[src/rtl/sap_ram16x8_if.sv]
// Signal bundle between the SAP-1 front panel/controller side and the 16x8 RAM.
// The master drives address, mode, switches, write button and bus enable; the slave returns bus data and write status.
interface sap_ram16x8_if #(
    parameter int ADDR_W = 4,
    parameter int DATA_W = 8
);
    logic [ADDR_W-1:0] addr;
    logic              prog;
    logic [DATA_W-1:0] sw_data;
    logic              wr_btn;
    logic              ce_n;
    logic [DATA_W-1:0] bus_out;
    logic              bus_oe;
    logic              wr_busy;
    logic              wr_done;

    modport master (
        output addr, prog, sw_data, wr_btn, ce_n,
        input  bus_out, bus_oe, wr_busy, wr_done
    );

    modport slave (
        input  addr, prog, sw_data, wr_btn, ce_n,
        output bus_out, bus_oe, wr_busy, wr_done
    );
endinterface

[src/rtl/sap_ram16x8.sv]
// SAP-1 16x8 program/data RAM: debounced panel writes in program mode, W-bus reads in run mode (SAP_RAM_CLEAR_EN: clr zeroes memory).
// Latency: read 1 cycle; write lands DEBOUNCE_CYC+1 edges after first high wr_btn sample, wr_done the cycle after.
// Backpressure: none; a new press is ignored until the release wait completes (wr_busy).
module sap_ram16x8 #(
    parameter int ADDR_W       = 4,
    parameter int DATA_W       = 8,
    parameter int DEBOUNCE_CYC = 4
) (
    input  logic          clk,
    input  logic          clr,
    sap_ram16x8_if.slave  bus
);
    typedef enum logic [1:0] {IDLE, DEBOUNCE, WRITE, RELEASE} state_t;

    localparam logic [7:0] DB_LAST = 8'(DEBOUNCE_CYC);

    state_t            state, state_nxt;
    logic [7:0]        cnt, cnt_nxt;
    logic              capture;
    logic [ADDR_W-1:0] wr_addr;
    logic [DATA_W-1:0] wr_dat;
    logic [DATA_W-1:0] mem [0:2**ADDR_W-1];

    // cnt holds samples already accepted; the current edge supplies one more.
    always_comb begin
        state_nxt = state;
        cnt_nxt   = cnt;
        capture   = 1'b0;
        case (state)
            IDLE: begin
                cnt_nxt = 8'd0;
                if (bus.prog && bus.wr_btn) begin
                    if (DB_LAST == 8'd1) begin
                        state_nxt = WRITE;
                        capture   = 1'b1;
                    end else begin
                        state_nxt = DEBOUNCE;
                        cnt_nxt   = 8'd1;
                    end
                end
            end
            DEBOUNCE: begin
                if (!bus.prog || !bus.wr_btn) begin
                    state_nxt = IDLE;
                    cnt_nxt   = 8'd0;
                end else if (cnt + 8'd1 == DB_LAST) begin
                    state_nxt = WRITE;
                    cnt_nxt   = 8'd0;
                    capture   = 1'b1;
                end else begin
                    cnt_nxt = cnt + 8'd1;
                end
            end
            WRITE: begin
                state_nxt = RELEASE;
                cnt_nxt   = 8'd0;
            end
            RELEASE: begin
                if (bus.wr_btn) begin
                    cnt_nxt = 8'd0;
                end else if (cnt + 8'd1 == DB_LAST) begin
                    state_nxt = IDLE;
                    cnt_nxt   = 8'd0;
                end else begin
                    cnt_nxt = cnt + 8'd1;
                end
            end
            default: begin
                state_nxt = IDLE;
                cnt_nxt   = 8'd0;
            end
        endcase
    end

    always_ff @(posedge clk) begin
        if (clr) begin
            state       <= IDLE;
            cnt         <= 8'd0;
            wr_addr     <= '0;
            wr_dat      <= '0;
            bus.wr_busy <= 1'b0;
            bus.wr_done <= 1'b0;
        end else begin
            state       <= state_nxt;
            cnt         <= cnt_nxt;
            bus.wr_busy <= (state_nxt == WRITE) || (state_nxt == RELEASE);
            bus.wr_done <= (state == WRITE);
            if (capture) begin
                wr_addr <= bus.addr;
                wr_dat  <= bus.sw_data;
            end
        end
    end

`ifdef SAP_RAM_CLEAR_EN
    always_ff @(posedge clk) begin
        if (clr) begin
            for (int i = 0; i < 2**ADDR_W; i++) begin
                mem[i] <= '0;
            end
        end else if (state == WRITE) begin
            mem[wr_addr] <= wr_dat;
        end
    end
`else
    // Panel RAM keeps its contents through clr; clr only discards a pending write.
    always_ff @(posedge clk) begin
        if (!clr && state == WRITE) begin
            mem[wr_addr] <= wr_dat;
        end
    end
`endif

    always_ff @(posedge clk) begin
        if (clr || bus.prog || bus.ce_n) begin
            bus.bus_out <= '0;
            bus.bus_oe  <= 1'b0;
        end else begin
            bus.bus_out <= mem[bus.addr];
            bus.bus_oe  <= 1'b1;
        end
    end
endmodule

[src/flat_wrapper.sv]
// flat-port wrapper written by rule: the top's interface ports become plain ports
module sap_ram16x8_flat 
#(
    parameter int ADDR_W       = 4,
    parameter int DATA_W       = 8,
    parameter int DEBOUNCE_CYC = 4
)
  (clk, clr, bus_addr, bus_prog, bus_sw_data, bus_wr_btn, bus_ce_n, bus_bus_out, bus_bus_oe, bus_wr_busy, bus_wr_done);
  sap_ram16x8_if #(.ADDR_W(ADDR_W), .DATA_W(DATA_W)) bus_i ();
  input  logic clk;
  input  logic clr;
  input wire logic [$bits(bus_i.addr)-1:0] bus_addr;
  input wire logic [$bits(bus_i.prog)-1:0] bus_prog;
  input wire logic [$bits(bus_i.sw_data)-1:0] bus_sw_data;
  input wire logic [$bits(bus_i.wr_btn)-1:0] bus_wr_btn;
  input wire logic [$bits(bus_i.ce_n)-1:0] bus_ce_n;
  output wire logic [$bits(bus_i.bus_out)-1:0] bus_bus_out;
  output wire logic [$bits(bus_i.bus_oe)-1:0] bus_bus_oe;
  output wire logic [$bits(bus_i.wr_busy)-1:0] bus_wr_busy;
  output wire logic [$bits(bus_i.wr_done)-1:0] bus_wr_done;
  assign bus_i.addr = bus_addr;
  assign bus_i.prog = bus_prog;
  assign bus_i.sw_data = bus_sw_data;
  assign bus_i.wr_btn = bus_wr_btn;
  assign bus_i.ce_n = bus_ce_n;
  assign bus_bus_out = bus_i.bus_out;
  assign bus_bus_oe = bus_i.bus_oe;
  assign bus_wr_busy = bus_i.wr_busy;
  assign bus_wr_done = bus_i.wr_done;
  sap_ram16x8 #(.ADDR_W(ADDR_W), .DATA_W(DATA_W), .DEBOUNCE_CYC(DEBOUNCE_CYC)) u_core (.clk(clk), .clr(clr), .bus(bus_i));
endmodule
[config.mk]
export PLATFORM = sky130hd
export DESIGN_NAME = sap_ram16x8_flat
export DESIGN_NICKNAME = d
export VERILOG_FILES = /design/src/rtl/sap_ram16x8_if.sv /design/src/rtl/sap_ram16x8.sv /design/src/flat_wrapper.sv
export SDC_FILE = /design/constraint.sdc
export NUM_CORES = 1
export LEC_CHECK = 0
export CAP_MARGIN = 30
export CORE_MARGIN = 3
export CORE_UTILIZATION = 55
export CTS_BUF_LIST = sky130_fd_sc_hd__clkbuf_8
export CTS_CLUSTER_SIZE = 40
export DETAILED_ROUTE_END_ITERATION = 8
export GPL_TIMING_DRIVEN = 0
export HOLD_SLACK_MARGIN = 0.1
export PLACE_DENSITY = 0.81
export SETUP_SLACK_MARGIN = 0.2
export SLEW_MARGIN = 20
export SYNTH_ARGS = -nofsm -noshare
export SYNTH_HDL_FRONTEND = slang
export SYNTH_SLANG_ARGS = --single-unit
[constraint.sdc]
create_clock -name clk -period 3.6 [get_ports clk]
set_input_delay 0.72 -clock clk [delete_from_list [all_inputs] [get_ports clk]]
set_output_delay 0.72 -clock clk [all_outputs]
set_load 0.02 [all_outputs]
==> results by group, run 1 <==
Run status
  – Status: finished, final reports clean

Floorplanning
  – Core area: 0.0109 mm2
  – Initial Util: 56.9%
  – # rows: 38
  – Die height: 112 um
  – Die Area: 0.0126 mm2
  – Die W: 112 um
  – Num ports: 28

Timing
  – Skew final: 0.00995 ns
  – RSZ-0062 raised after global routing: no
  – Final Hold Viols: 0
  – Worst hold margin: 0.517 ns
  – Final-report setup violation count: 0
  – Relative slew slack: 42.3%
  – Pins over their slew limit: 0
  – Final period util: 76.9%
  – Post-route minimum period: 2.77 ns
  – Slew @ Worst Pin: 0.863 ns
  – Final worst slack: 0.831 ns
  – Fmax: 0.361 GHz
  – Final TNS setup: 0 ns

Clock network
  – Clock slew at reported path FFs: 0.07 ns
  – Hold buffer count at CTS: 0
  – TritonCTS Sinks: 161
  – CTS Root Buffer Type: clkbuf_8
  – Total CTS buffers: 17
  – H-Tree Level Count: 4
  – # Post-CTS Setup Buffers: 0
  – Clk Latency, worst-skew pair: 0.44 ns
  – Resized cells post-CTS: 0
  – CTS tree: built
  – Clk buf depth: 2

Synthesis
  – EDFF count, synth: 128
  – Yosys warns: 0
  – Post-synth top area share: 61.7%
  – Syn nets: 355
  – Top FF cell, synth: edfxtp_1
  – Syn Area/Cell: 18.5 um2
  – Seq/Total Area, Yosys: 72.3%
  – Synth area leader: edfxtp_1
  – Main area contributors after synthesis: edfxtp_1, mux4_2, dfxtp_1
  – Synth cell types: 39
  – Post-Synthesis Cells: 336
  – Mapped Area: 0.00623 mm2
  – Synth async-reset ratio: 0%
  – Synthesis-stage register bit count: 161

Job
  – Max cap viols: 0

Critical path
  – Critical path endpoint category: register
  – Crit path kind: primary input to register
  – Req. time, crit path: 3.67 ns
  – CP max-delay cell: nor3_2
  – Worst path arrival time: 2.84 ns
  – CP peak stage delay: 0.62 ns
  – Crit-path cells: clkdlybuf4s50_1, nor3_1, or3b_2, nor3_2
  – Startpoint types: primary input
  – Crit-path max FO: 8

Power and ir drop
  – Max VDD drop: 0.000304 V
  – PwrDens: 484 mW/mm2
  – Leak: 2.48 nW
  – Pwr Total: 3.42 mW

Drt
  – WL final: 11.5 mm
  – DRC Markers: 0
  – WL per Instance: 21.6 um
  – DR pass1 iterations: 5
  – Vias per std cell: 5.92
  – DR vias: 3,144
  – Initial DRC Count: 203
  – Detail Route Antenna Nets: 0

Global routing
  – Vias in the first global route: 3,240
  – Total GRT Usage: 19.7%
  – First-pass GRT wire length: 18.0 mm
  – Antenna violations before repair: 0
  – Largest net degree at the start of global routing: 18
  – Grt ovf: 0

Placed design
  – DP HPWL: 7.69 mm
  – # port buffers: 23
  – Final GP Congestion: 0.786
  – Post-Place Worst Slack: 0.355 ns

Layout
  – Layout area overhead: 13.4%
  – N_diodes: 0
  – Layout Utilization: 64.6%
  – Share of layout cells above drive strength 1: 21.0%
  – Fill cells: 747
  – Layout net count: 397

Hold path
  – Hold Path Class: register to register
-- state kept, by name, summed over array words and instances (netlist names) --
register,flops
u_core.mem,128
u_core.bus.bus_out,8
u_core.cnt,8
u_core.wr_dat,8
u_core.wr_addr,4
u_core.state,2
u_core.bus.bus_oe,1
u_core.bus.wr_busy,1
u_core.bus.wr_done,1
-- worst max-delay path: cells and delay by family --
kind / cells / cell delay, ns
buffers and inverters: 1 / 0.47
and+or+nand+nor: 3 / 1.65
-- power by group --
part,switching [mW],leakage (nW),internal (mW)
clock,0.603,0.210,0.738
sequential,0.00198,1.68,1.98
combinational,0.0458,0.586,0.0491
total,0.651,2.48,2.77
-- final cells by class --
type | instances | area, um2 | share of cell area [%]
clock inverters | 15 | 176 | 2.50
repair buffers | 23 | 230 | 3.26
clock buffers | 17 | 234 | 3.31
plain buffers | 14 | 73.8 | 1.05
multi-input cells | 157 | 1650 | 23.4
flip-flops and latches | 161 | 4500 | 63.8
well taps | 140 | 175 | 2.48
inverters | 4 | 15.0 | 0.213
-- metal layers --
metal / global-route usage, % / part of all wire [%] / up-vias
met5: 0 / 0 / -
met4: 7.53 / 2.1 / 0
li1: - / - / 1407
met1: 25.5 / 40 / 1591
met3: 5.77 / 5.7 / 25
met2: 32.1 / 52 / 121
-- placed cells by master (no fill, tap or decap), types with 3 or more instances in the layout --
master	netlist	routed
clkbuf_1	8	8
clkdlybuf4s50_1	0	23
clkbuf_8	1	18
clkinvlp_4	0	3
nand3_1	4	4
dfxtp_1	33	33
clkinv_2	0	3
mux4_2	40	40
edfxtp_1	128	128
xnor2_1	5	5
bufinv_16	0	4
nand3b_1	3	3
clkinv_1	1	3
nor2_1	20	20
inv_1	3	6
nor3_2	0	4
and2_1	9	9
mux2i_1	12	12
nand2_1	30	30
buf_2	3	3
-- metrics by stage --
stage | instance area (um2) | std cells
finish | 7060 | 531
global route | 7060 | 531
CTS | 7060 | 531
detailed placement | 6650 | 499
global placement | 6630 | 499
floorplan | 6230 | 336
-- cells in the mapped netlist, types with 2 or more instances --
cell        n
edfxtp_1  128
mux4_2     40
dfxtp_1    33
nand2_1    30
nor2_1     20
mux2i_1    12
and2_1      9
clkbuf_1    8
nor3_1      6
xnor2_1     5
nand3_1     4
buf_2       3
inv_1       3
nand3b_1    3
ha_1        2
nand2b_1    2
nor2b_1     2
o21ai_0     2
o221a_1     2
or3_1       2
or4b_4      2
-- cells by family after synthesis --
| group | count (synthesis) | share of synthesized area, % |
|---|---|---|
| flops | 161 | 72.3 |
| simple gates | 85 | 6.79 |
| mux | 52 | 16.4 |
| buf+inv | 18 | 1.43 |
| compound gates | 12 | 1.79 |
| xor+xnor | 6 | 0.844 |
| fa+ha+maj | 2 | 0.402 |
-- path summary, 6_finish.rpt --
path                      from                 to  slack, ns  cells after the start
max                        clr   u_core.mem[0][0]       0.83                      4
min          u_core.wr_addr[1]  u_core.wr_addr[1]       0.52                      2
max reg2reg    u_core.state[1]   u_core.mem[0][0]       1.05                      4
min reg2reg  u_core.wr_addr[1]  u_core.wr_addr[1]       0.52                      2
Note: power is estimated with default switching activity, not from simulation.
==> run 2: changes to the inputs <==
==> constraint.sdc (replaced) <==
create_clock -name clk -period 2.75 [get_ports clk]
set_input_delay 0.55 -clock clk [delete_from_list [all_inputs] [get_ports clk]]
set_output_delay 0.55 -clock clk [all_outputs]
set_load 0.02 [all_outputs]
==> run 2 against run 1 <==
  * Sequential power increased by 31%
  * Cell area rose by 0.27%
  * Combinational power rose by 31%
  * Routed wire length rose by 0.35%
  * Largest power group unchanged
  * Critical path depth unchanged
  * Global-route usage is the same
  * Sequential share of layout area down 0.17 points
  * Die area is the same
  * Clock skew is 0.0021 ns higher
==> results by group, run 2 (same netlist as run 1, synthesis figures left out) <==
Run status
  – Status: finished, final reports clean (unchanged)

Global routing
  – Total GRT Usage: 19.7% (unchanged)
  – Vias in the first global route: 3,240 (unchanged)
  – Antenna violations before repair: 0 (unchanged)
  – First-pass GRT wire length: 18.0 mm (unchanged)
  – Largest net degree at the start of global routing: 18 (unchanged)
  – Grt ovf: 0 (unchanged)

Power and ir drop
  – Clock group share of total power: 39.3% (was 39.2%)
  – Leak: 2.47 nW (was 2.48 nW)
  – Net Sw Frac: 19.2% (was 19.1%)
  – Max VDD drop: 0.000399 V (was 0.000304 V)
  – Internal power: 3.62 mW (was 2.77 mW)
  – Sequential share of power: 57.9% (was 58.0%)
  – PwrDens: 633 mW/mm2 (was 484 mW/mm2)
  – Part of the power in combinational logic: 2.8% (about the same)
  – Switching pwr: 0.859 mW (was 0.651 mW)

Timing
  – Pins over their slew limit: 0 (unchanged)
  – Final period util: 83.6%
  – Skew final: 0.0121 ns (was 0.00995 ns)
  – Final-report setup violation count: 0 (unchanged)
  – Post-route minimum period: 2.30 ns
  – Slew @ Worst Pin: 0.818 ns (was 0.863 ns)
  – Relative slew slack: 45.2% (was 42.3%)
  – RSZ-0062 raised after global routing: no (unchanged)
  – Fmax: 0.435 GHz
  – Final Hold Viols: 0 (unchanged)
  – Final worst slack: 0.452 ns (was 0.831 ns)

Placed design
  – Post-Place Worst Slack: -0.325 ns (was 0.355 ns)
  – Final GP Congestion: 0.786 (unchanged)
  – # port buffers: 23 (unchanged)
  – DP HPWL: 7.69 mm (unchanged)

Layout
  – Most frequent cells in the layout: edfxtp_1, mux4_2, dfxtp_1 (unchanged)
  – Max FFs per register: 128 (unchanged)
  – Most common cell after layout, fill and taps aside: edfxtp_1 (unchanged)
  – Layout Utilization: 64.7% (was 64.6%)
  – Layout area overhead: 13.7% (was 13.4%)
  – Fill cells: 748 (was 747)
  – Share of layout cells above drive strength 1: 22.0% (was 21.0%)
  – N_diodes: 0 (unchanged)
  – Layout net count: 397 (unchanged)
  – Top reg by flops: u_core.mem (unchanged)

Clock network
  – Clk buf depth: 2 (unchanged)
  – Total CTS buffers: 17 (unchanged)
  – CTS tree: built (unchanged)
  – H-Tree Level Count: 4 (unchanged)
  – CTS Root Buffer Type: clkbuf_8 (unchanged)
  – Clk Latency, worst-skew pair: 0.45 ns (was 0.44 ns)
  – Clock slew at reported path FFs: 0.08 ns (was 0.07 ns)
  – TritonCTS Sinks: 161 (unchanged)
  – Hold buffer count at CTS: 0 (unchanged)

Drt
  – DRC Markers: 0 (unchanged)
  – DR pass1 iterations: 4 (was 5)
  – WL final: 11.5 mm (about the same)
  – Initial DRC Count: 178 (was 203)
  – WL per Instance: 21.6 um (about the same)
  – Vias per std cell: 5.97 (was 5.92)
  – DR vias: 3,168 (was 3,144)
  – Detail Route Antenna Nets: 0 (unchanged)

Floorplanning
  – # rows: 38 (unchanged)
  – Num ports: 28 (unchanged)
  – Die height: 112 um (unchanged)
  – Core area: 0.0109 mm2 (unchanged)
  – Initial Util: 56.9% (unchanged)
  – Die W: 112 um (unchanged)
  – Die Area: 0.0126 mm2 (unchanged)

Hold path
  – Worst Hold Depth: 2 (unchanged)
  – Hold Path Class: register to register (unchanged)

Critical path
  – Crit path kind: primary input to register (unchanged)
  – Delay-heaviest family, CP: simple AND/OR/NAND/NOR gates (unchanged)
  – Crit-path max FO: 8 (unchanged)
  – Levels on crit path: 4 (unchanged)
  – CP peak stage delay: 0.60 ns (was 0.62 ns)
  – Startpoint types: primary input (unchanged)
  – Worst path arrival time: 2.38 ns (was 2.84 ns)
  – Req. time, crit path: 2.83 ns (was 3.67 ns)
  – Critical path endpoint category: register (unchanged)
  – CP Buf/Inv Count: 1 (unchanged)
  – Worst Reg-to-Reg Cells: 6 (was 4)
  – CP max-delay cell: or3b_2 (was nor3_2)
  – Crit-path cells: clkdlybuf4s50_1, nor3_2, or3b_2, nor2_2 (was clkdlybuf4s50_1, nor3_1, or3b_2, nor3_2)

Job
  – Max cap viols: 0 (unchanged)
[run 2: cell counts in the layout (fill, tap and decap cells not counted)]
Identical to the previous run, type by type.
[run 2: per-stage QoR]
step	cells	hold slack, ns	setup TNS (ns)	instance area, um2	total power, mW
global placement	499	0.480	-25.61	6630	2.77
CTS	531	0.514	0	7060	4.51
detailed placement	499	0.500	-15.62	6650	2.77
floorplan	336	0.464	0	6230	2.73
global route	531	0.535	0	7080	4.62
finish	531	0.512	0	7080	4.48
[run 2: power groups by stage]
| stage | Clock, mW | Combinational [mW] | Sequential (mW) |
|---|---|---|---|
| floorplan | 0 | 0.0789 | 2.65 |
| global placement | 0 | 0.124 | 2.65 |
| detailed placement | 0 | 0.126 | 2.65 |
| CTS | 1.79 | 0.127 | 2.59 |
| global route | 1.89 | 0.135 | 2.59 |
| finish | 1.76 | 0.124 | 2.59 |
[run 2: area by class of cell]
type                       count  area (um2)  area share, %
buffer                        14        73.8           1.04
sequential                   161        4500           63.6
clock buffer                  17         234           3.30
clock inverter                15         176           2.49
inverter                       4        15.0          0.212
multi-input combinational    157        1670           23.6
timing repair buffer          23         230           3.25
tap                          140         175           2.47
[run 2: path summary, 6_finish.rpt]
check / start / end / slack, ns
worst max register to register: u_core.cnt[0] / u_core.wr_dat[1] / 0.49
worst max-delay path: clr / u_core.mem[4][3] / 0.45
worst min-delay path: u_core.wr_addr[1] / u_core.wr_addr[1] / 0.51
worst min register to register: u_core.wr_addr[1] / u_core.wr_addr[1] / 0.51
[run 2: tightest hold or removal path, stage by stage, from the launching register on]
cell	delay, ns
dfxtp_1	0.34
nand2_1	0.07
mux2i_1	0.06
[run 2: metal layers]
| layer | part of all wire, % | vias up | global-route usage, % |
|---|---|---|---|
| li1 | - | 1411 | - |
| met5 | 0 | - | 0 |
| met2 | 52 | 127 | 32.1 |
| met3 | 6.4 | 26 | 5.77 |
| met4 | 2.4 | 0 | 7.53 |
| met1 | 40 | 1604 | 25.5 |
[run 2: what timing repair did]
item                       CTS  global route
resized for setup            1             4
cloned                       0             0
setup endpoints to repair   24            73
buffers inserted             0             0
==> run 3: changes to the inputs <==
==> constraint.sdc (replaced) <==
create_clock -name clk -period 2.2 [get_ports clk]
set_input_delay 0.44 -clock clk [delete_from_list [all_inputs] [get_ports clk]]
set_output_delay 0.44 -clock clk [all_outputs]
set_load 0.02 [all_outputs]
==> run 3 against run 2 <==
  * Combinational power is 34% higher
  * Critical endpoint is now u_core.bus.wr_busy
  * Global-route usage is 0.34 points higher
  * Total power is 27% higher
  * Cell area is 4.6% higher
  * Critical path type is now register to register
  * Register-to-register slack worse by 0.37 ns
  * Worst setup slack worse by 0.34 ns
  * Via count is 1.8% higher
  * Sequential share of layout area is 2.7 points lower
  * Largest power group unchanged
==> results by group, run 3 (same netlist as run 1, synthesis figures left out) <==
Run status
  – Status: finished, final reports clean (unchanged)

Floorplanning
  – Num ports: 28 (unchanged)
  – Initial Util: 56.9% (unchanged)
  – Core area: 0.0109 mm2 (unchanged)
  – Die Area: 0.0126 mm2 (unchanged)
  – # rows: 38 (unchanged)
  – Die W: 112 um (unchanged)
  – Die height: 112 um (unchanged)

Placed design
  – Post-Place Worst Slack: -0.841 ns (was -0.325 ns)
  – Placed insts: 499 (unchanged)
  – Final GP Congestion: 0.799 (was 0.786)
  – DP HPWL: 7.55 mm (was 7.69 mm)
  – # port buffers: 23 (unchanged)
  – Placed Area: 0.00670 mm2 (was 0.00665 mm2)

Layout
  – FF/Latch Area: 0.00451 mm2 (was 0.00450 mm2)
  – Design Area, Final: 0.00741 mm2 (was 0.00708 mm2)
  – Max FFs per register: 128 (unchanged)
  – N_diodes: 0 (unchanged)
  – Most common cell after layout, fill and taps aside: edfxtp_1 (unchanged)
  – Share of layout cells above drive strength 1: 28.2% (was 22.0%)
  – Fill cells: 691 (was 748)
  – Layout area overhead: 19.0% (was 13.7%)
  – Most frequent cells in the layout: edfxtp_1, mux4_2, dfxtp_1 (unchanged)
  – Top reg by flops: u_core.mem (unchanged)
  – Layout net count: 407 (was 397)
  – Area of the multi-input gates: 0.00180 mm2 (was 0.00167 mm2)
  – Layout Utilization: 67.8% (was 64.7%)
  – Non-Filler Instances: 541 (was 531)

Drt
  – Vias per std cell: 5.96 (was 5.97)
  – Initial DRC Count: 292 (was 178)
  – DR pass1 iterations: 5 (was 4)
  – DR vias: 3,225 (was 3,168)
  – DRC Markers: 0 (unchanged)
  – WL final: 11.8 mm (was 11.5 mm)
  – WL per Instance: 21.7 um (was 21.6 um)
  – Detail Route Antenna Nets: 0 (unchanged)

Timing
  – Final period util: 94.7%
  – Slew @ Worst Pin: 0.778 ns (was 0.818 ns)
  – Pins over their slew limit: 0 (unchanged)
  – Skew final: 0.0111 ns (was 0.0121 ns)
  – Final Hold Viols: 0 (unchanged)
  – Post-route minimum period: 2.08 ns
  – Relative slew slack: 48.1% (was 45.2%)
  – Final-report setup violation count: 0 (unchanged)
  – RSZ-0062 raised after global routing: yes (was no)
  – Fmax: 0.480 GHz
  – Final worst slack: 0.117 ns (was 0.452 ns)

Critical path
  – Worst R2R End: u_core.bus.wr_busy (was u_core.wr_dat[1])
  – Worst Reg-to-Reg Cells: 5 (was 6)
  – Crit-path max FO: 4 (was 8)
  – Crit path kind: register to register (was primary input to register)
  – Worst r2r src: u_core.cnt[0] (unchanged)
  – Critical path endpoint category: register (unchanged)
  – FF-to-FF setup slack: 0.12 ns (was 0.49 ns)
  – Req. time, crit path: 2.53 ns (was 2.83 ns)
  – Worst path arrival time: 2.41 ns (was 2.38 ns)
  – Startpoint types: register (was primary input)

Power and ir drop
  – Leak: 2.59 nW (was 2.47 nW)
  – Max VDD drop: 0.000645 V (was 0.000399 V)
  – Pwr Total: 5.71 mW (was 4.48 mW)
  – PwrDens: 770 mW/mm2 (was 633 mW/mm2)

Global routing
  – GRT busiest layer: met2 (unchanged)
  – Vias in the first global route: 3,296 (was 3,240)
  – First-pass GRT wire length: 18.4 mm (was 18.0 mm)
  – Met2 Use GR: 32.4% (was 32.1%)
  – Met3 Use GR: 4.20% (was 5.77%)
  – Grt ovf: 0 (unchanged)
  – Largest net degree at the start of global routing: 18 (unchanged)
  – Grt met1 use: 26.4% (was 25.5%)
  – Total GRT Usage: 20.0% (was 19.7%)
  – Antenna violations before repair: 0 (unchanged)

Clock network
  – CTS Root Buffer Type: clkbuf_8 (unchanged)
  – Clk buf depth: 2 (unchanged)
  – Clock slew at reported path FFs: 0.08 ns (about the same)
  – Hold buffer count at CTS: 0 (unchanged)
  – CTS tree: built (unchanged)
  – TritonCTS Sinks: 161 (unchanged)
  – H-Tree Level Count: 4 (unchanged)
  – Total CTS buffers: 17 (unchanged)
  – Clk Latency, worst-skew pair: 0.44 ns (was 0.45 ns)

Hold path
  – Worst Hold Depth: 2 (unchanged)
  – Hold Path Class: primary input to register (was register to register)
  – Hold Path Sink: u_core.state[0] (was u_core.wr_addr[1])
  – Min-delay src: clr (was u_core.wr_addr[1])

Job
  – Max cap viols: 0 (unchanged)
-- run 3: layer usage --
layer	routed length (um)	part of all wire (%)
met3	676	5.7
met4	321	2.7
met2	6110	52
met5	0	0
met1	4650	40
-- run 3: worst max path at each step --
stage	startpoint	end	slack, ns	cells after the start
2_1_floorplan	u_core.state[1]	u_core.mem[12][0]	0.14	4
3_3_place_gp	clr	u_core.mem[1][4]	-0.90	4
3_5_place_dp	clr	u_core.mem[12][7]	-0.84	4
4_1_cts	u_core.cnt[0]	u_core.bus.wr_busy	0.12	5
5_1_grt	u_core.cnt[0]	u_core.bus.wr_busy	0.06	5
6_report	u_core.cnt[0]	u_core.bus.wr_busy	0.12	5
-- run 3: critical path: stages, from the launching register on --
cell     delay [ns]
dfxtp_4        0.36
ha_4           0.16
xnor2_1        0.14
or4b_4         0.54
or4b_4         0.51
o221a_1        0.26
-- run 3: what timing repair did --
item                       CTS  global route
gates resized for setup     26            15
hold endpoints to repair     0             0
setup endpoints to repair  140           119
cloned                       0             1
setup buffers                5             4
pin swaps                    3             4
-- run 3: final cells by class --
| cell class | count | area share, % |
|---|---|---|
| Inverter | 4 | 0.203 |
| Clock buffer | 21 | 3.90 |
| Buffer | 14 | 1.52 |
| Sequential cell | 161 | 60.9 |
| Multi-Input combinational cell | 157 | 24.2 |
| Clock inverter | 11 | 2.01 |
| Tap cell | 140 | 2.36 |
| Timing Repair Buffer | 33 | 4.88 |
-- run 3: per-stage QoR --
stage | hold slack, ns | TNS (ns)
floorplan | 0.464 | 0
global placement | 0.481 | -77.99
detailed placement | 0.498 | -78.54
CTS | 0.519 | 0
global route | 0.348 | 0
finish | 0.362 | 0
-- run 3: report_power, final --
part	leakage, nW	internal (mW)	switching, mW
registers	1.68	3.24	0.00314
logic	0.666	0.0879	0.0781
clock network	0.242	1.34	0.968
